File: config.mk
export PLATFORM = sky130hd
export DESIGN_NAME = pipe_sched_ctl
export DESIGN_NICKNAME = d
export VERILOG_FILES = /design/src/rtl/pipe_sched_ctl.sv
export SDC_FILE = /design/constraint.sdc
export NUM_CORES = 1
export LEC_CHECK = 0
export ABC_CLOCK_PERIOD_IN_PS = 3230
export BUFFER_PORTS_ARGS = -buffer_cell sky130_fd_sc_hd__buf_4
export CAP_MARGIN = 20
export CELL_PAD_IN_SITES_DETAIL_PLACEMENT = 0
export CELL_PAD_IN_SITES_GLOBAL_PLACEMENT = 1
export CORE_UTILIZATION = 29
export CTS_BUF_LIST = sky130_fd_sc_hd__clkbuf_8 sky130_fd_sc_hd__clkbuf_16
export CTS_CLUSTER_SIZE = 16
export DETAILED_ROUTE_END_ITERATION = 12
export GPL_TIMING_DRIVEN = 0
export PLACE_DENSITY_LB_ADDON = 0.1
export SLEW_MARGIN = 5
export SYNTH_ARGS = -nofsm -noshare
export SYNTH_HDL_FRONTEND = slang
export SYNTH_SLANG_ARGS = --single-unit
File: constraint.sdc
create_clock -name clock -period 3.23 [get_ports clock]
set_clock_uncertainty 0.2 [all_clocks]
set_input_delay 0.646 -clock clock [delete_from_list [all_inputs] [get_ports clock]]
set_output_delay 0.646 -clock clock [all_outputs]
set_load 0.05 [all_outputs]
File: src/rtl/pipe_sched_ctl.sv
// pipe_sched_ctl: mips789 pipeline sequencing controller (post-reset PC forcing, load-use
// interlock, HI/LO wait, interrupt entry). Optional stall counter: PIPE_SCHED_STALL_CNT_EN.
module pipe_sched_ctl #(
    parameter int RST_CYCLES = 4,
    parameter int CNT_W      = 32
) (
    input  logic             clock,
    input  logic             rst,
    input  logic [4:0]       id_rs,
    input  logic [4:0]       id_rt,
    input  logic             id_use_hilo,
    input  logic             id_in_dslot,
    input  logic             ex_load,
    input  logic [4:0]       ex_rd,
    input  logic             md_busy,
    input  logic             irq_req,
    input  logic             irq_en,
    input  logic             isr_ret,
    output logic             pause,
    output logic             rd_clk_cls,
    output logic [3:0]       pc_prectl,
    output logic             id_flush,
    output logic             epc_we,
    output logic             irq_ack,
    output logic [CNT_W-1:0] stall_cnt
);
    // PC override codes shared with the next-PC generator
    localparam logic [3:0] PC_IGN = 4'd0;
    localparam logic [3:0] PC_KEP = 4'd1;
    localparam logic [3:0] PC_IRQ = 4'd2;
    localparam logic [3:0] PC_RST = 4'd3;

    typedef enum logic [1:0] {
        S_RESET     = 2'd0,
        S_RUN       = 2'd1,
        S_MD_WAIT   = 2'd2,
        S_IRQ_ENTER = 2'd3
    } state_t;

    state_t     state_q, state_d;
    logic [3:0] rcnt_q, rcnt_d;
    logic       in_isr_q, in_isr_d;

    logic md_wait_cond;
    logic lu_cond;
    logic irq_take;

    assign md_wait_cond = id_use_hilo & md_busy;
    assign lu_cond      = ex_load & (ex_rd != 5'd0) & ((ex_rd == id_rs) | (ex_rd == id_rt));
    // A coincident isr_ret blocks the take so the return completes first.
    assign irq_take     = irq_req & irq_en & ~in_isr_q & ~id_in_dslot
                          & ~md_wait_cond & ~lu_cond & ~isr_ret;

    always_ff @(posedge clock or posedge rst) begin
        if (rst) begin
            state_q  <= S_RESET;
            rcnt_q   <= 4'd0;
            in_isr_q <= 1'b0;
        end else begin
            state_q  <= state_d;
            rcnt_q   <= rcnt_d;
            in_isr_q <= in_isr_d;
        end
    end

    always_comb begin
        state_d    = state_q;
        rcnt_d     = rcnt_q;
        in_isr_d   = in_isr_q;
        pause      = 1'b0;
        rd_clk_cls = 1'b0;
        pc_prectl  = PC_IGN;
        id_flush   = 1'b0;
        epc_we     = 1'b0;
        irq_ack    = 1'b0;

        case (state_q)
            S_RESET: begin
                pc_prectl = PC_RST;
                id_flush  = 1'b1;
                rcnt_d    = rcnt_q + 4'd1;
                if (rcnt_q == 4'(RST_CYCLES - 1)) begin
                    state_d = S_RUN;
                end
            end
            S_RUN: begin
                if (irq_take) begin
                    state_d = S_IRQ_ENTER;
                end else if (md_wait_cond) begin
                    pause      = 1'b1;
                    rd_clk_cls = 1'b1;
                    state_d    = S_MD_WAIT;
                end else if (lu_cond) begin
                    pc_prectl  = PC_KEP;
                    rd_clk_cls = 1'b1;
                    id_flush   = 1'b1;
                end
            end
            S_MD_WAIT: begin
                if (md_busy) begin
                    pause      = 1'b1;
                    rd_clk_cls = 1'b1;
                end else begin
                    state_d = S_RUN;
                end
            end
            S_IRQ_ENTER: begin
                pc_prectl = PC_IRQ;
                epc_we    = 1'b1;
                irq_ack   = 1'b1;
                id_flush  = 1'b1;
                in_isr_d  = 1'b1;
                state_d   = S_RUN;
            end
            default: state_d = S_RESET;
        endcase

        if (isr_ret) begin
            in_isr_d = 1'b0;
        end
    end

`ifdef PIPE_SCHED_STALL_CNT_EN
    logic [CNT_W-1:0] cnt_q;
    logic             stall_now;

    // Counts freeze cycles plus the single-cycle load-use bubble.
    assign stall_now = pause | ((state_q == S_RUN) & ~irq_take & ~md_wait_cond & lu_cond);

    always_ff @(posedge clock or posedge rst) begin
        if (rst) begin
            cnt_q <= '0;
        end else if (stall_now && (cnt_q != '1)) begin
            cnt_q <= cnt_q + CNT_W'(1);
        end
    end

    assign stall_cnt = cnt_q;
`else
    assign stall_cnt = '0;
`endif

endmodule

==> impl_metrics.sql, run 1 <==
INSERT INTO impl_metrics (metric_group, metric, value, unit) VALUES
('status', 'run_status', 'completed', ''),
('power', 'worst_ir_drop_vdd', '456.8', 'uV'),
('global_route', 'maximum_number_of_pins_on_one_net_before_global_route_repair', '8', ''),
('clocking', 'cts_root_buf', 'sky130_fd_sc_hd__clkbuf_8', ''),
('synthesis', 'synth_largest_area_cell', 'sky130_fd_sc_hd__buf_4', ''),
('detailed_routing', 'highest-signal-layer', 'met3', ''),
('clocking', 'cts_htree_levels', '1', ''),
('synthesis', 'synth_flop_cell', 'sky130_fd_sc_hd__dfrtp_1', ''),
('worst_hold_path', 'hp-class', 'input port to asynchronous set/reset pin', ''),
('global_route', 'grt_usage', '10.79', '%'),
('finish', 'post_route_cells_drive_above_1_share', '43.45', '%'),
('worst_setup_path', 'crit_path_max_fanout', '4', ''),
('die', 'die_width', '56.64', 'microns'),
('power', 'cellPowerDensity', '755.6', 'nW/um^2'),
('detailed_routing', 'drt_first_pass_iters', '3', ''),
('detailed_routing', 'post_route_drc', '0', ''),
('worst_setup_path', 'crit-reg2reg-launch', 'rcnt_q[0]$_DFFE_PP0P_', ''),
('worst_setup_path', 'worst-endpoint-required', '2.38', 'ns'),
('clocking', 'ctsLongestPathBuffers', '2', ''),
('clocking', 'tritoncts', 'yes', ''),
('finish', 'area_delta_synth_final', '50.87', '%'),
('synthesis', 'netlist_area', '865.8', 'sq um'),
('finish', 'final.fill_count', '287', ''),
('die', 'effective_utilization_at_floorplan', '31.13', '%'),
('detailed_routing', 'met3_wirelength', '174', 'microns'),
('sta', 'finalCritPeriodShare', '89.90', '%'),
('synthesis', 'most_common_library_cells_after_synthesis', '35 x sky130_fd_sc_hd__buf_4, 11 x sky130_fd_sc_hd__xor2_1, 8 x sky130_fd_sc_hd__nor2_1, 7 x sky130_fd_sc_hd__dfrtp_1', ''),
('detailed_routing', 'route.met2.wl', '838', 'microns'),
('detailed_routing', 'routed_wirelength', '1675', 'microns'),
('clocking', 'clkSlewWorstSetupHoldPaths', '0.04', 'ns'),
('detailed_routing', 'postRouteAntennaNets', '0', ''),
('synthesis', 'syn_inst', '101', ''),
('synthesis', 'netlist_top_cells_area', 'sky130_fd_sc_hd__buf_4 30%, sky130_fd_sc_hd__dfrtp_1 20%, sky130_fd_sc_hd__xor2_1 11%, sky130_fd_sc_hd__ha_1 7.2%, sky130_fd_sc_hd__nor2_1 3.5%', ''),
('detailed_routing', 'detail_route.wl_per_cell', '8.417', 'microns'),
('die', 'fp.dieH', '56.64', 'microns'),
('sta', 'setup_viol', '0', ''),
('synthesis', 'synth-edff-count', '0', ''),
('detailed_routing', 'dr_total_vias', '756', ''),
('detailed_routing', 'route.detailed.vias_per_inst', '3.799', ''),
('worst_setup_path', 'start_kind', 'input port', ''),
('worst_setup_path', 'timing.reg2reg.worst_path_depth', '6', ''),
('worst_setup_path', 'critPathArrivalTime', '2.06', 'ns'),
('synthesis', 'synth_cell_type_count', '29', ''),
('clocking', 'cts_hold_repair_buffers', '0', ''),
('worst_setup_path', 'worst-setup-path-type', 'input port to primary output', ''),
('die', 'ioPinCount', '65', ''),
('clocking', 'cts-resized-gates', '0', ''),
('synthesis', 'post-synth-top-area-fraction', '30.35', '%'),
('global_route', 'first_global_vias', '693', ''),
('global_route', 'antenna_found_initial', '0', ''),
('finish', 'n_antenna_cell', '0', ''),
('sta', 'fin_crit', '2.904', 'ns'),
('synthesis', 'synth_seq_cells', '7', ''),
('place', 'i_o_buffers', '30', ''),
('finish', 'area_of_the_multi_input_gates', '544.3', 'sq um'),
('detailed_routing', 'wl_met1', '663', 'microns'),
('finish', 'layout.nets', '198', ''),
('flow_run', 'max_cap_viol_count', '0', ''),
('place', 'detailed_place_hpwl', '1468', 'microns'),
('clocking', 'cts_made_buffers', '3', ''),
('clocking', 'clkLatencyLatePin', '0.22', 'ns'),
('sta', 'tns', '0', 'ns'),
('place', 'gp_routability_congestion', '0.7153', ''),
('sta', 'rsz0062_at_grt', 'false', ''),
('synthesis', 'synth_most_common_cell', 'sky130_fd_sc_hd__buf_4', ''),
('sta', 'fin_hold_ws', '0.1498', 'ns'),
('clocking', 'cts_num_sinks', '7', ''),
('sta', 'finalHoldViolCount', '0', ''),
('worst_setup_path', 'setup.worst_path.end_class', 'primary output', ''),
('power', 'leakagePower', '0.7512', 'nW'),
('die', 'core_region_area', '2781', 'sq um');
worst max-delay path by stage:
stage / end / from / slack, ns
2_1_floorplan: rd_clk_cls / state_q[0]$_DFFE_PP0P_ / 0.41
3_3_place_gp: rd_clk_cls / ex_rd[0] / 0.34
3_5_place_dp: rd_clk_cls / ex_rd[0] / 0.33
4_1_cts: rd_clk_cls / ex_rd[0] / 0.32
5_1_grt: rd_clk_cls / ex_rd[0] / 0.27
6_report: rd_clk_cls / ex_rd[0] / 0.33
report_power, final:
group          switching (mW)  internal, mW  leakage (nW)
clock network          0.0354        0.0819        0.0269
registers              0.0396         0.132        0.0837
logic                   0.456         0.242         0.641
per-stage QoR:
step                      std cells  utilization [%]  area [sq um]  setup WS [ns]
final                           199            46.96          1306         0.3264
after global routing            199            46.96          1306         0.2721
after CTS                       199            46.96          1306         0.3233
after detailed placement        195            45.34          1261         0.3287
after global placement          195            45.34          1261         0.3384
after floorplan                 134                -         997.2         0.4133
logic make-up after synthesis:
| family | count (synthesis) | share of synthesized area, % |
|---|---|---|
| AO/OA/AOI/OAI | 13 | 13.29 |
| other | 1 | 0.4331 |
| buffers and inverters | 39 | 32.08 |
| adder cells (fa/ha/maj) | 5 | 7.225 |
| AND/OR/NAND/NOR | 22 | 12.29 |
| XOR/XNOR | 13 | 13.15 |
| multiplexers | 1 | 1.300 |
| flip-flops | 7 | 20.23 |
state kept, by name, indices dropped and copies added (netlist names):
register	flops
state_q	2
rcnt_q	4
in_isr_q	1
worst max-delay path, stage by stage:
cell and delay (ns):
sky130_fd_sc_hd__buf_4 0.12, sky130_fd_sc_hd__or4_1 0.54, sky130_fd_sc_hd__o211ai_2 0.24, sky130_fd_sc_hd__nor2_1 0.12
sky130_fd_sc_hd__a21o_1 0.20, sky130_fd_sc_hd__buf_4 0.18
final cells by class:
cell class              instances  area share [%]
clock inverters                 1          0.2874
plain buffers                  35           20.11
repair buffers                 30           17.24
clock buffers                   3           3.161
inverters                       4           1.149
well taps                      31           2.969
multi-input cells              88           41.67
flip-flops and latches          7           13.41
layout by cell type, fill, tap and decap left out, types with 3 or more instances in the layout:
cell type / count
sky130_fd_sc_hd__buf_4: 65
sky130_fd_sc_hd__clkbuf_8: 3
sky130_fd_sc_hd__conb_1: 34
sky130_fd_sc_hd__dfrtp_1: 7
sky130_fd_sc_hd__ha_1: 5
sky130_fd_sc_hd__inv_1: 5
sky130_fd_sc_hd__nand2_1: 5
sky130_fd_sc_hd__nor2_1: 8
sky130_fd_sc_hd__nor3_1: 3
sky130_fd_sc_hd__xor2_1: 11
routing by layer:
metal  up-vias  GRT usage (%)
met1       319          12.93
met3         0          1.382
met5         -              0
li1        403              -
met2        34          18.82
met4         0          5.226
Note: power is estimated with default switching activity, not from simulation.
==> inputs of run 2 (changes only) <==
--- a/config.mk
+++ b/config.mk
@@ -5,7 +5,7 @@
 export SDC_FILE = /design/constraint.sdc
 export NUM_CORES = 1
 export LEC_CHECK = 0
-export ABC_CLOCK_PERIOD_IN_PS = 3230
+export ABC_CLOCK_PERIOD_IN_PS = 3600
 export BUFFER_PORTS_ARGS = -buffer_cell sky130_fd_sc_hd__buf_4
 export CAP_MARGIN = 20
 export CELL_PAD_IN_SITES_DETAIL_PLACEMENT = 0
==> constraint.sdc (replaced) <==
create_clock -name clock -period 3.6 [get_ports clock]
set_clock_uncertainty 0.2 [all_clocks]
set_input_delay 0.72 -clock clock [delete_from_list [all_inputs] [get_ports clock]]
set_output_delay 0.72 -clock clock [all_outputs]
set_load 0.05 [all_outputs]
==> impl_metrics.sql, run 2 (synthesized netlist as in run 1, its figures left out) <==
INSERT INTO impl_metrics (metric_group, metric, value, unit) VALUES
('status', 'run_status', 'completed', ''),
('clocking', 'cts_num_sinks', '7', ''),
('finish', 'layout.nets', '198', ''),
('finish', 'layout_top_registers', 'rcnt_q x4, state_q x2, in_isr_q x1', ''),
('detailed_routing', 'post_route_drc', '0', ''),
('sta', 'tns', '0', 'ns'),
('power', 'worst_ir_drop_vdd', '459.7', 'uV'),
('detailed_routing', 'detail_route.wl_per_cell', '8.633', 'microns'),
('clocking', 'cts_hold_repair_buffers', '0', ''),
('power', 'cellPowerDensity', '678.4', 'nW/um^2'),
('die', 'fp.dieH', '56.64', 'microns'),
('finish', 'n_antenna_cell', '0', ''),
('clocking', 'post_cts.repair.setup_buffers', '0', ''),
('sta', 'fin_crit', '3.034', 'ns'),
('sta', 'maxClockFrequency', '0.3296', 'GHz'),
('clocking', 'clkLatencyLatePin', '0.22', 'ns'),
('worst_setup_path', 'worst-endpoint-required', '2.68', 'ns'),
('die', 'core_region_area', '2781', 'sq um'),
('worst_setup_path', 'worst_setup_path_startpoint', 'ex_rd[0]', ''),
('worst_setup_path', 'crit_path_max_fanout', '4', ''),
('clocking', 'ctsLongestPathBuffers', '2', ''),
('worst_setup_path', 'setup.worst_path.end_class', 'primary output', ''),
('finish', 'seq_area', '175.2', 'sq um'),
('flow_run', 'max_cap_viol_count', '0', ''),
('worst_setup_path', 'r2r_slack', '1.59', 'ns'),
('die', 'die_width', '56.64', 'microns'),
('sta', 'finalHoldViolCount', '0', ''),
('clocking', 'cts_made_buffers', '3', ''),
('worst_hold_path', 'hp-class', 'input port to asynchronous set/reset pin', ''),
('power', 'leakagePower', '0.7497', 'nW'),
('sta', 'rsz0062_at_grt', 'false', ''),
('clocking', 'cts-resized-gates', '0', ''),
('detailed_routing', 'drt-initial-drc-count', '4', ''),
('global_route', 'grt_first_pass_wirelength', '2746', 'microns'),
('global_route', 'maximum_number_of_pins_on_one_net_before_global_route_repair', '8', ''),
('sta', 'setup_slack', '0.5658', 'ns'),
('finish', 'post_route_cells_drive_above_1_share', '42.86', '%'),
('clocking', 'cts_root_buf', 'sky130_fd_sc_hd__clkbuf_8', ''),
('place', 'i_o_buffers', '30', ''),
('finish', 'area_delta_synth_final', '50.00', '%'),
('detailed_routing', 'postRouteAntennaNets', '0', ''),
('worst_setup_path', 'worst-setup-path-type', 'input port to primary output', ''),
('finish', 'post-route-util', '46.69', '%'),
('die', 'effective_utilization_at_floorplan', '31.13', '%'),
('worst_setup_path', 'critPathArrivalTime', '2.11', 'ns'),
('detailed_routing', 'dr_total_vias', '763', ''),
('finish', 'largest-register', 'rcnt_q', ''),
('worst_setup_path', 'reg2reg_to', 'state_q[1]$_DFFE_PP0P_', ''),
('sta', 'setup_viol', '0', ''),
('detailed_routing', 'routed_wirelength', '1718', 'microns'),
('die', 'ioPinCount', '65', ''),
('global_route', 'grt.overflow.total', '0', ''),
('worst_setup_path', 'start_kind', 'input port', ''),
('die', 'fp-row-count', '19', ''),
('finish', 'largest_register_ffs', '4', ''),
('clocking', 'tritoncts', 'yes', ''),
('sta', 'finalCritPeriodShare', '84.28', '%'),
('global_route', 'grt_usage', '10.83', '%'),
('die', 'dieArea', '3208', 'sq um'),
('clocking', 'cts_htree_levels', '1', ''),
('finish', 'area_of_the_multi_input_gates', '536.8', 'sq um'),
('finish', 'layout_commonest_cell', 'sky130_fd_sc_hd__buf_4', ''),
('detailed_routing', 'drt_first_pass_iters', '2', ''),
('worst_setup_path', 'crit-reg2reg-launch', 'rcnt_q[0]$_DFFE_PP0P_', ''),
('sta', 'slew_violations', '0', ''),
('finish', 'final_cell_mix', '65 x sky130_fd_sc_hd__buf_4, 34 x sky130_fd_sc_hd__conb_1, 11 x sky130_fd_sc_hd__xor2_1', ''),
('global_route', 'first_global_vias', '676', ''),
('global_route', 'antenna_found_initial', '0', ''),
('place', 'place_worst_setup_slack', '0.5825', 'ns'),
('finish', 'final.fill_count', '287', ''),
('clocking', 'clkSlewWorstSetupHoldPaths', '0.04', 'ns'),
('place', 'detailed_place_hpwl', '1488', 'microns'),
('detailed_routing', 'route.detailed.vias_per_inst', '3.834', ''),
('worst_setup_path', 'timing.reg2reg.worst_path_depth', '6', ''),
('place', 'gp_routability_congestion', '0.7883', '');
run 2: how the worst max path moves through the flow:
stage,endpoint,slack [ns],cells after the start
after floorplan,pc_prectl[0],0.21,4
after global placement,rd_clk_cls,0.58,6
after detailed placement,rd_clk_cls,0.58,6
after CTS,rd_clk_cls,0.57,6
after global routing,rd_clk_cls,0.49,6
final,rd_clk_cls,0.57,6
run 2: final cells by class:
class	instances	area share, %
repair buffers	30	17.34
clock inverters	1	0.2890
multi-input cells	88	41.33
flip-flops and latches	7	13.49
well taps	31	2.987
inverters	4	1.156
plain buffers	35	20.23
clock buffers	3	3.179
run 2: critical path, cell delays in order:
cell	delay [ns]
sky130_fd_sc_hd__buf_4	0.12
sky130_fd_sc_hd__or4_1	0.54
sky130_fd_sc_hd__o211ai_2	0.22
sky130_fd_sc_hd__nor2_1	0.12
sky130_fd_sc_hd__a21o_1	0.21
sky130_fd_sc_hd__buf_4	0.18
run 2: metal layers:
layer	part of all wire [%]	GRT usage (%)	wire (microns)
met4	1.0	5.226	18
met5	0	0	0
met3	8.1	1.613	140
met2	53	19.66	915
met1	37	12.18	643
run 2: report_power, final:
group	total (mW)	internal [mW]	switching (mW)
registers	0.153	0.118	0.0346
logic	0.623	0.214	0.410
clock network	0.105	0.0734	0.0312
run 2: per-stage QoR:
| stage | instance area, sq um | cells | hold WS [ns] | total power [mW] |
|---|---|---|---|---|
| floorplan | 989.7 | 134 | 0.2394 | 0.6341 |
| global placement | 1254 | 195 | 0.2530 | 0.7695 |
| detailed placement | 1254 | 195 | 0.2578 | 0.7787 |
| CTS | 1299 | 199 | 0.2308 | 0.8897 |
| global route | 1299 | 199 | 0.2463 | 0.9474 |
| finish | 1299 | 199 | 0.2259 | 0.8811 |
